**src/rtl/chan_readout_arbiter_pkg.sv**
```systemverilog
// Shared types for the channel readout arbiter: FSM states and the
// tagged output word carried through the output FIFO.
package chan_readout_pkg;

  localparam int N_CH_DEF   = 9;
  localparam int DATA_W_DEF = 16;
  localparam int CH_W       = $clog2(N_CH_DEF);

  typedef enum logic [1:0] {
    IDLE   = 2'd0,
    STREAM = 2'd1,
    ABORT  = 2'd2
  } state_t;

  // Field order matches the packed vector the top pushes into the FIFO:
  // {data, ch, last, err}.
  typedef struct packed {
    logic [DATA_W_DEF-1:0] data;
    logic [CH_W-1:0]       ch;
    logic                  last;
    logic                  err;
  } rd_word_t;

endpackage

```
**src/rtl/chan_readout_arbiter_rd_fifo2.sv**
```systemverilog
// Two-entry synchronous FIFO holding tagged readout words. Storage is not
// reset; only pointers and occupancy are, so an empty FIFO is the clean state.
module rd_fifo2
  import chan_readout_pkg::*;
#(
  parameter int W = 8
) (
  input  logic         clk_i,
  input  logic         rst_ni,
  input  logic         push_i,
  input  logic         pop_i,
  input  logic [W-1:0] wdata_i,
  output logic [W-1:0] rdata_o,
  output logic [1:0]   count_o
);

  logic [W-1:0] mem_q [2];
  logic         wr_ptr_q;
  logic         rd_ptr_q;
  logic [1:0]   count_q;
  logic         do_push;
  logic         do_pop;

  // A push into a full FIFO or a pop from an empty one is ignored.
  assign do_push = push_i && (count_q != 2'd2);
  assign do_pop  = pop_i && (count_q != 2'd0);

  // Pointer and occupancy bookkeeping; simultaneous push and pop keep count.
  always_ff @(posedge clk_i or negedge rst_ni) begin
    if (!rst_ni) begin
      wr_ptr_q <= 1'b0;
      rd_ptr_q <= 1'b0;
      count_q  <= 2'd0;
    end else begin
      if (do_push) wr_ptr_q <= ~wr_ptr_q;
      if (do_pop)  rd_ptr_q <= ~rd_ptr_q;
      case ({do_push, do_pop})
        2'b10:   count_q <= count_q + 2'd1;
        2'b01:   count_q <= count_q - 2'd1;
        default: count_q <= count_q;
      endcase
    end
  end

  // Payload storage, written on accepted pushes only.
  always_ff @(posedge clk_i) begin
    if (do_push) mem_q[wr_ptr_q] <= wdata_i;
  end

  assign rdata_o = mem_q[rd_ptr_q];
  assign count_o = count_q;

endmodule

```
**src/rtl/chan_readout_arbiter.sv**
```systemverilog
// Packet-mode readout arbiter: grants one channel at a time, forwards its
// packet into a 2-entry output FIFO tagged with the channel index, and aborts
// packets that stall mid-stream for TIMEOUT cycles with an error terminator.
module chan_readout_arbiter
  import chan_readout_pkg::*;
#(
  parameter int N_CH        = 9,
  parameter int DATA_W      = 16,
  parameter int SPECIAL_CH  = 8,
  parameter int SPECIAL_PRI = 1,
  parameter int TIMEOUT     = 63
) (
  input  logic                     clk40,
  input  logic                     rstn,
  input  logic [N_CH-1:0]          in_valid,
  input  logic [N_CH*DATA_W-1:0]   in_data,
  input  logic [N_CH-1:0]          in_last,
  output logic [N_CH-1:0]          in_ready,
  output logic                     out_valid,
  output logic [DATA_W-1:0]        out_data,
  output logic [$clog2(N_CH)-1:0]  out_ch,
  output logic                     out_last,
  output logic                     out_err,
  input  logic                     out_ready,
  output logic [15:0]              pkt_cnt,
  output logic [7:0]               abort_cnt
);

  localparam int CW = $clog2(N_CH);
  localparam int FW = DATA_W + CW + 2;
  localparam int TW = $clog2(TIMEOUT + 1);

  state_t          state_q;
  logic [CW-1:0]   grant_q;
  logic [CW-1:0]   rr_ptr_q;
  logic            special_q;
  logic [TW-1:0]   idle_q;
  logic [15:0]     pkt_cnt_q;
  logic [7:0]      abort_cnt_q;

  logic [CW:0]     scan_idx;
  logic            rr_found;
  logic [CW-1:0]   rr_win;
  logic            req_any;
  logic [CW-1:0]   win_ch;
  logic            win_special;

  logic            g_valid;
  logic            g_last;
  logic [DATA_W-1:0] g_data;

  logic [1:0]      fifo_cnt;
  logic            fifo_room;
  logic            accept;
  logic            abort_push;
  logic            push;
  logic            pop;
  logic [FW-1:0]   push_word;
  logic [FW-1:0]   head_word;
  logic [CW-1:0]   rr_ptr_d;

  logic [DATA_W-1:0] head_data;
  logic [CW-1:0]     head_ch;
  logic              head_last;
  logic              head_err;

  // Rotate requests to start at the RR pointer and take the first one; the
  // special channel overrides the rotation when priority mode is enabled.
  always_comb begin
    rr_found    = 1'b0;
    rr_win      = '0;
    scan_idx    = '0;
    for (int k = 0; k < N_CH; k++) begin
      scan_idx = {1'b0, rr_ptr_q} + (CW+1)'(k);
      if (scan_idx >= (CW+1)'(N_CH)) scan_idx = scan_idx - (CW+1)'(N_CH);
      if (!rr_found && in_valid[scan_idx[CW-1:0]]) begin
        rr_found = 1'b1;
        rr_win   = scan_idx[CW-1:0];
      end
    end
    win_ch      = rr_win;
    win_special = 1'b0;
    if ((SPECIAL_PRI != 0) && in_valid[SPECIAL_CH]) begin
      win_ch      = CW'(SPECIAL_CH);
      win_special = 1'b1;
    end
  end

  assign req_any = |in_valid;

  // Select the granted channel's handshake and payload.
  always_comb begin
    g_valid = 1'b0;
    g_last  = 1'b0;
    g_data  = '0;
    for (int i = 0; i < N_CH; i++) begin
      if (grant_q == CW'(i)) begin
        g_valid = in_valid[i];
        g_last  = in_last[i];
        g_data  = in_data[i*DATA_W +: DATA_W];
      end
    end
  end

  // Ready depends only on registered state and FIFO occupancy, never on out_ready.
  always_comb begin
    in_ready = '0;
    for (int i = 0; i < N_CH; i++) begin
      in_ready[i] = (state_q == STREAM) && (grant_q == CW'(i)) && fifo_room;
    end
  end

  assign fifo_room  = (fifo_cnt != 2'd2);
  assign accept     = (state_q == STREAM) && g_valid && fifo_room;
  assign abort_push = (state_q == ABORT) && fifo_room;
  assign push       = accept || abort_push;
  assign push_word  = accept ? {g_data, grant_q, g_last, 1'b0}
                             : {{DATA_W{1'b0}}, grant_q, 1'b1, 1'b1};

  // Packets won through special priority leave the rotation where it was.
  assign rr_ptr_d = special_q ? rr_ptr_q
                  : ((grant_q == CW'(N_CH-1)) ? '0 : grant_q + 1'b1);

  // Arbitration FSM: pick a winner in IDLE, forward its packet in STREAM,
  // emit the error terminator in ABORT.
  always_ff @(posedge clk40 or negedge rstn) begin
    if (!rstn) begin
      state_q   <= IDLE;
      grant_q   <= '0;
      rr_ptr_q  <= '0;
      special_q <= 1'b0;
      idle_q    <= '0;
    end else begin
      case (state_q)
        IDLE: begin
          if (req_any) begin
            grant_q   <= win_ch;
            special_q <= win_special;
            idle_q    <= '0;
            state_q   <= STREAM;
          end
        end
        STREAM: begin
          if (accept) begin
            idle_q <= '0;
            if (g_last) begin
              rr_ptr_q <= rr_ptr_d;
              state_q  <= IDLE;
            end
          end else if (!g_valid) begin
            if (idle_q == TW'(TIMEOUT - 1)) state_q <= ABORT;
            idle_q <= idle_q + 1'b1;
          end
        end
        ABORT: begin
          if (fifo_room) begin
            rr_ptr_q <= rr_ptr_d;
            state_q  <= IDLE;
          end
        end
        default: state_q <= IDLE;
      endcase
    end
  end

  // Packet counter wraps; abort counter saturates.
  always_ff @(posedge clk40 or negedge rstn) begin
    if (!rstn) begin
      pkt_cnt_q   <= '0;
      abort_cnt_q <= '0;
    end else begin
      if (push && push_word[1]) pkt_cnt_q <= pkt_cnt_q + 16'd1;
      if (abort_push && (abort_cnt_q != 8'hFF)) abort_cnt_q <= abort_cnt_q + 8'd1;
    end
  end

  rd_fifo2 #(
    .W(FW)
  ) u_fifo (
    .clk_i   (clk40),
    .rst_ni  (rstn),
    .push_i  (push),
    .pop_i   (pop),
    .wdata_i (push_word),
    .rdata_o (head_word),
    .count_o (fifo_cnt)
  );

  assign {head_data, head_ch, head_last, head_err} = head_word;

  // Fields are forced to zero while empty so unwritten storage never leaks out.
  assign out_valid = (fifo_cnt != 2'd0);
  assign out_data  = out_valid ? head_data : '0;
  assign out_ch    = out_valid ? head_ch   : '0;
  assign out_last  = out_valid && head_last;
  assign out_err   = out_valid && head_err;
  assign pop       = out_valid && out_ready;
  assign pkt_cnt   = pkt_cnt_q;
  assign abort_cnt = abort_cnt_q;

endmodule
```
**config.mk**
```make
export PLATFORM = sky130hd
export DESIGN_NAME = chan_readout_arbiter
export DESIGN_NICKNAME = d
export VERILOG_FILES = /design/src/rtl/chan_readout_arbiter_pkg.sv /design/src/rtl/chan_readout_arbiter_rd_fifo2.sv /design/src/rtl/chan_readout_arbiter.sv
export SDC_FILE = /design/constraint.sdc
export NUM_CORES = 1
export LEC_CHECK = 0
export ABC_AREA = 1
export BUFFER_PORTS_ARGS = -buffer_cell sky130_fd_sc_hd__buf_2
export CAP_MARGIN = 15
export CORE_ASPECT_RATIO = 0.75
export CORE_MARGIN = 2
export CORE_UTILIZATION = 40
export CTS_BUF_LIST = sky130_fd_sc_hd__clkbuf_16
export CTS_CLUSTER_SIZE = 20
export DETAILED_ROUTE_END_ITERATION = 10
export HOLD_SLACK_MARGIN = 0.15
export RECOVER_POWER = 25
export SETUP_SLACK_MARGIN = 0.3
export SLEW_MARGIN = 20
export SYNTH_ARGS = -nofsm -noshare
export SYNTH_HDL_FRONTEND = slang
export SYNTH_SLANG_ARGS = --single-unit
```
**constraint.sdc**
```tcl
create_clock -name clk40 -period 3.8 [get_ports clk40]
set_clock_uncertainty 0.15 [all_clocks]
set_input_delay 0.38 -clock clk40 [delete_from_list [all_inputs] [get_ports clk40]]
set_output_delay 0.38 -clock clk40 [all_outputs]
set_load 0.01 [all_outputs]
```
Word level (Yosys, flattened, before mapping)

Memories as Yosys holds them, arrays and structs flattened.
Cells that the tools add are included.

Memory bits (writable): 44
Output and inout port bits: 56
Memories: 1
Word-level logic and storage cells: 228
Bits in registers: 45
Input bits: 165

Memories:

| memory       | words | width | rd ports | clocked after Yosys merged registers in | write ports | line                                | RTL |
|---|---|---|---|---|---|---|---|
| u_fifo.mem_q | 2     | 22    | 1        | 0                                       | 1           | chan_readout_arbiter_rd_fifo2.sv:17 | `logic [W-1:0] mem_q [2];` |

Reduce and logical (&&, ||, !) cells: 56
Add/subtract/negate cells: 23
$lt $le $gt $ge: 18
Equality and inequality tests: 22
Bitwise logic cells: 2
Mux-type cells: 96

Operator list:

| kind                  | number |
|---|---|
| $mux 16               | 10 |
| $mux 4                | 25 |
| $lt 4x5->1 const B    | 9 |
| $ge 5x4->1 const B    | 8 |
| $mux 1                | 38 |
| $bmux 1 s4            | 9 |
| $logic_and 1x1->1     | 36 |
| $sub 4x4->4 const B   | 9 |
| $mux 22               | 1 |
| $add 4x3->5 const B   | 4 |
| $mux 6                | 3 |
| $add 16x1->16 const B | 1 |
| $eq 4x3->1 const B    | 4 |
| $mux 2                | 6 |
| $pmux 6 s2            | 1 |
| $add 4x2->5 const B   | 2 |
| $ne 2x2->1 const B    | 5 |
| $reduce_or 9->1       | 1 |
| $add 8x1->8 const B   | 1 |
| $eq 4x2->1 const B    | 2 |
| $logic_not 1->1       | 8 |
| $ne 8x8->1 const B    | 1 |
| $pmux 4 s2            | 1 |
| $reduce_bool 2->1     | 4 |
| 24 further kinds      | 28 |

Longest topological paths before layout

Word-level depth: 30
Gate-level depth with buffers: 26
Mapped depth without buffers: 25

Modules after synthesis

From an unflattened synthesis, not the netlist that was laid out.

Cell total of the unflattened synthesis: 1237
Area, all modules: 8294.2 µm²

Modules (own cells, without submodules):

| module               | instances | cells each | sequential area each (µm²) | area an instance (µm²) |
|---|---|---|---|---|
| chan_readout_arbiter | 1         | 1092       | 1026.0                     | 6466.2 |
| rd_fifo2             | 1         | 145        | 1421.4                     | 1828.0 |

Worst setup path before layout

OpenSTA, ideal clock, no wires.

Path type: reg-to-reg
Start: register grant_q[0]
End: memory u_fifo.mem_q[1][0] (netlist bit), enable pin
Slack: 370 ps
Clock period less this slack: 3430 ps
Required time: 3248 ps
Data arrival time: 2878 ps
Library setup time: 402 ps
Cell stages (with the launch flop): 11
Buffers on the path: 0
Cells stage by stage: dfrtp_1 -> inv_1 -> ha_1 -> inv_1 -> nor3_2 -> clkinv_1 -> nand3_1 -> nand3_2 -> nand2_1 -> inv_1 -> nor2_1

Word-level cells in the longest chain between the ends: 16
Elaborated cells between the ends (all ways): 24
Those cells by class: 8 x eq/ne; 11 x mux; 5 x reduce/logical

RTL lines:

| item                                | line                                | RTL |
|---|---|---|
| start, declared                     | chan_readout_arbiter.sv:34          | `logic [CW-1:0] grant_q;` |
| start signal, assigned              | chan_readout_arbiter.sv:137         | `grant_q <= win_ch;` |
| $logic_not 4->1                     | chan_readout_arbiter.sv:97          | `if (grant_q == CW'(i)) begin` |
| $mux 1 (8 in series)                | chan_readout_arbiter.sv:97          |  |
| $mux 1 (*)                          | chan_readout_arbiter.sv:97          |  |
| $logic_and 1x1->1 (*) (2 in series) | chan_readout_arbiter.sv:114         | `assign accept = (state_q == STREAM) && g_valid && fifo_room;` |
| $logic_or 1x1->1 (*)                | chan_readout_arbiter.sv:116         | `assign push = accept \|\| abort_push;` |
| $logic_and 1x1->1 (*)               | chan_readout_arbiter_rd_fifo2.sv:25 | `assign do_push = push_i && (count_q != 2'd2);` |
| $mux 1 (*)                          | chan_readout_arbiter_rd_fifo2.sv:47 | `if (do_push) mem_q[wr_ptr_q] <= wdata_i;` |
| $mux 1 (implied by the code) (*)    | chan_readout_arbiter_rd_fifo2.sv:47 |  |
| end, declared                       | chan_readout_arbiter_rd_fifo2.sv:17 |  |

Mark *: on every way between the ends. The rest lies on a longest branch, timed or not.

Worst setup path in the final report

Start: register grant_q[1]
End: register u_fifo.count_q[1], in the netlist u_fifo.count_o[1]

Word-level cells in the longest chain between the ends: 16
Elaborated cells between the ends (all ways): 26
Those cells by class: 10 x eq/ne; 10 x mux; 6 x reduce/logical

RTL lines:

| item                                            | line                                | RTL |
|---|---|---|
| $logic_not 4->1                                 | chan_readout_arbiter.sv:97          |  |
| $mux 1 (8 in series)                            | chan_readout_arbiter.sv:97          |  |
| $mux 1 (*)                                      | chan_readout_arbiter.sv:97          |  |
| $logic_and 1x1->1 (*) (2 in series)             | chan_readout_arbiter.sv:114         |  |
| $logic_or 1x1->1 (*)                            | chan_readout_arbiter.sv:116         |  |
| $logic_and 1x1->1 (*)                           | chan_readout_arbiter_rd_fifo2.sv:25 |  |
| $eq 2x1->1 or $eq 2x2->1 (tied branches)        | chan_readout_arbiter_rd_fifo2.sv:37 | `case ({do_push, do_pop})` |
| $pmux 2 s2 or $reduce_bool 2->1 (tied branches) | -                                   |  |
| end signal, assigned                            | chan_readout_arbiter_rd_fifo2.sv:38 | `2'b10: count_q <= count_q + 2'd1;` |
| end signal, assigned                            | chan_readout_arbiter_rd_fifo2.sv:39 | `2'b01: count_q <= count_q - 2'd1;` |
| end signal, assigned                            | chan_readout_arbiter_rd_fifo2.sv:40 | `default: count_q <= count_q;` |
| end, declared                                   | chan_readout_arbiter_rd_fifo2.sv:20 | `logic [1:0] count_q;` |

Marks and branches as above.
A chain may end at the register's enable or synchronous reset.

==> impl_metrics.yaml <==
critical_path:
  worstSetupPathType: "reg -> reg"
  required_ps: 3870
  endpoint_kind: "flip-flop"
  worstPathMaxFanout: 23
  crit_chain: "clkbuf_1 -> ha_1 -> nand2_4 -> o21ai_0 -> inv_1 -> nand2_1 -> o221ai_1 -> nand2_1 -> o21ai_0 -> o21ai_1 -> nand3_1 -> nand3_2 -> nand2_1 -> inv_1 -> ha_1 -> a21oi_1 -> o21ai_0 -> xor2_1"
  cp_slowest_cell: "dfrtp_1"
  startpoint_type: "flip-flop"
  critPathArrivalTime_ps: 3420
  slowest_delay_ps: 400
yosys:
  yosys.area_share.simple_pct: 41.0
  ys_seq_elements: 89
  ys_types: 49
  synthesis.area_mm2: 0.00829
  netlist_instances: 1239
  synth_fp_nets: 1437
  synth_edf_count: 44
  synth_xor_area_share_pct: 3.91
  ys.flop_type: "dfrtp_1"
  yosysWarnings: 0
  async_reset_ff_share_pct: 50.6
  synthAdderAreaFrac_pct: 4.98
  ys_seq_area_share_pct: 29.5
  synth.avg_cell_area_um2: 6.69
  synth_top_family_by_area: "simple AND/OR/NAND/NOR gates"
  synth_mux_area_share_pct: 0
  synth_compound_area_share_pct: 13.3
die:
  core_mm2: 0.0203
  std_cell_rows: 45
  start_util_pct: 40.9
  ios: 221
  die_y_um: 129
  die_area_mm2: 0.0219
  dieWidth_um: 170
drt:
  dr.pass1.iters: 6
  wl_per_cell_um: 17.4
  viasPerCell: 5.44
  ant_nets: 0
  drc: 0
  vias: 9380
  drt_iter0_drc: 1003
  routed_wl_um: 30100
timing:
  rsz0062_at_grt: "yes"
  timing_hold_violations_final: 0
  tightest_slew_ps: 2250
  min_period_ps: 3350
  setup_viol: 0
  tns_ps: 0
  timing.fmax_mhz: 298
  slew_headroom_pct: -50.3
  finalMaxSlewViolations: 35
  min_period_over_period_pct: 88.2
clock_tree:
  clock_sink_count: 89
  cts_buffer_depth: 2
  clk_latency_ps: 350
  cts_tree: "done"
  cts_root_buffer: "clkbuf_16"
  h-tree-depth: 3
  cts_inserted_buffers: 9
  path_clk_slew_ps: 70
global_routing:
  use_met1_pct: 41.4
  grt_antenna_before_repair: 2
  busiest_layer: "met1"
  grt_max_degree: 35
  grtUsageMet3_pct: 4.86
  grt_pass1_vias: 8239
  grt_overflow_total: 0
  grt_usage_pct: 27.1
  grt_pass1_wl_um: 46000
  grtUsageMet2_pct: 40.0
power:
  p_total_mw: 9.65
  leakagePower_nw: 4.95
  vdd.ir_drop.worst_mv: 0.357
  powerDensity_mw_per_mm2: 955
cells_and_area:
  multiInputGateArea_mm2: 0.00528
  regArea_mm2: 0.00245
  final_cell_mix: "nand2_1 (395), buf_2 (195), nand3_1 (155)"
  fillerInstances: 2115
  nets: 1658
  mostFrequentLayoutCell: "nand2_1"
  area_delta_synth_final_pct: 22.0
  drive_gt1_share_pct: 22.3
place:
  dp_hpwl_um: 23400
  port_buffers: 220
  globalplace.congestion: 0.949
run:
  max_cap_viol_count: 1
min_path:
  holdCritPathClass: "in -> reg"
run_status:
  violations: "capacitance limit, slew limit"
  status: "finished with violations"
-- timing repair --
action                                  4_1_cts  5_1_grt
endpoints found under the setup margin        0       59
endpoints found under the hold margin        33        0
buffers inserted                              0        1
hold buffers                                  1        0
resized for setup                             0       18
-- worst max-delay path: cells and delay by family (launching register included) --
family / cells / cell delay [ps]
XOR/XNOR: 1 / 150
adder cells (fa/ha/maj): 2 / 570
buffers and inverters: 3 / 540
AND/OR/NAND/NOR: 6 / 660
AO/OA/AOI/OAI: 6 / 750
flip-flops: 1 / 400
-- final timing paths --
| check | from | to | slack, ps | cells after the start |
|---|---|---|---|---|
| max reg2reg | grant_q[1]$_DFFE_PN0P_ | u_fifo.count_o[1]$_DFFE_PN0P_ | 450 | 18 |
| max in group asynchronous | rstn | rr_ptr_q[3]$_DFFE_PN0P_ | 950 | 2 |
| min in group asynchronous | rstn | pkt_cnt[11]$_DFFE_PN0P_ | 1090 | 2 |
| min | in_data[114] | u_fifo.mem_q[1][8]$_DFFE_PP_ | 280 | 3 |
| max | grant_q[1]$_DFFE_PN0P_ | u_fifo.count_o[1]$_DFFE_PN0P_ | 450 | 18 |
| min reg2reg | abort_cnt[4]$_DFFE_PN0P_ | abort_cnt[4]$_DFFE_PN0P_ | 350 | 1 |
-- metal layers --
layer  up-vias  wire [um]
met4         0        420
met3        35       2790
li1       4611          -
met5         -          0
met1      4258      14300
met2       476      12600
-- cell usage after synthesis (2+ instances only) --
master,number,area share (%)
nand3_1,155,9.4
clkinv_1,3,0.14
inv_2,13,0.59
a21oi_1,42,2.5
nand3b_1,7,0.63
nor2_1,84,3.8
nand3_4,2,0.42
buf_6,2,0.27
a31oi_1,3,0.23
nand4_1,32,2.4
nand3_2,9,1.1
clkbuf_1,25,1.1
xor2_1,19,2.0
ha_1,33,5.0
a221oi_1,16,1.7
buf_1,4,0.18
nor2_2,5,0.38
xnor2_1,13,1.4
nor3_1,7,0.42
nor2_4,5,0.68
dfrtp_1,45,14
nand2_4,7,0.95
or2_2,2,0.15
nand4_2,3,0.45
inv_1,96,4.3
buf_2,6,0.36
o21ai_2,3,0.32
nand2_2,22,1.7
o211ai_1,26,2.4
o21ai_1,20,1.2
nand2_1,395,18
edfxtp_1,44,16
o21ai_0,75,4.5
-- flip-flops by register name, summed over array words and instances (netlist names) --
signal / cells
pkt_cnt: 16
state_q: 2
idle_q: 6
u_fifo.wr_ptr_q: 1
u_fifo.count_o: 2
grant_q: 4
abort_cnt: 8
rr_ptr_q: 4
special_q: 1
u_fifo.rd_ptr_q: 1
u_fifo.mem_q: 44
-- final cells by class --
cell class	count	share of cell area, %
Clock inverter	7	0.767
Multi-Input combinational cell	998	52.2
Sequential cell	89	24.2
Inverter	114	4.29
Timing Repair Buffer	248	13.0
Clock buffer	9	2.23
Tap cell	258	3.19
Antenna cell	2	0.0495
-- kinds of logic after synthesis --
family                     after synthesis
and+or+nand+nor                        742
adders and majority gates               33
xor gates and xnor gates                34
DFF                                     89
AOI/OAI and AO/OA                      189
buffers and inverters                  152
-- power by group --
part           leakage (nW)  switching, mW  internal [mW]
combinational          3.80           4.88           2.30
sequential             1.01          0.204           1.34
clock                 0.142          0.409          0.517
total                  4.95           5.50           4.16
-- through the flow --
stage          util (%)  cells  hold WS, ps  area (um^2)  setup slack [ps]
2_1_floorplan         -   1239        -65.6         8290               370
3_3_place_gp       48.2   1705          331         9770               456
3_5_place_dp       48.2   1705          335         9770               453
4_1_cts            49.7   1722          276        10100               440
5_1_grt            49.9   1725          304        10100               172
6_report           49.9   1725          282        10100               449
Power figures use the tool's default switching activity.
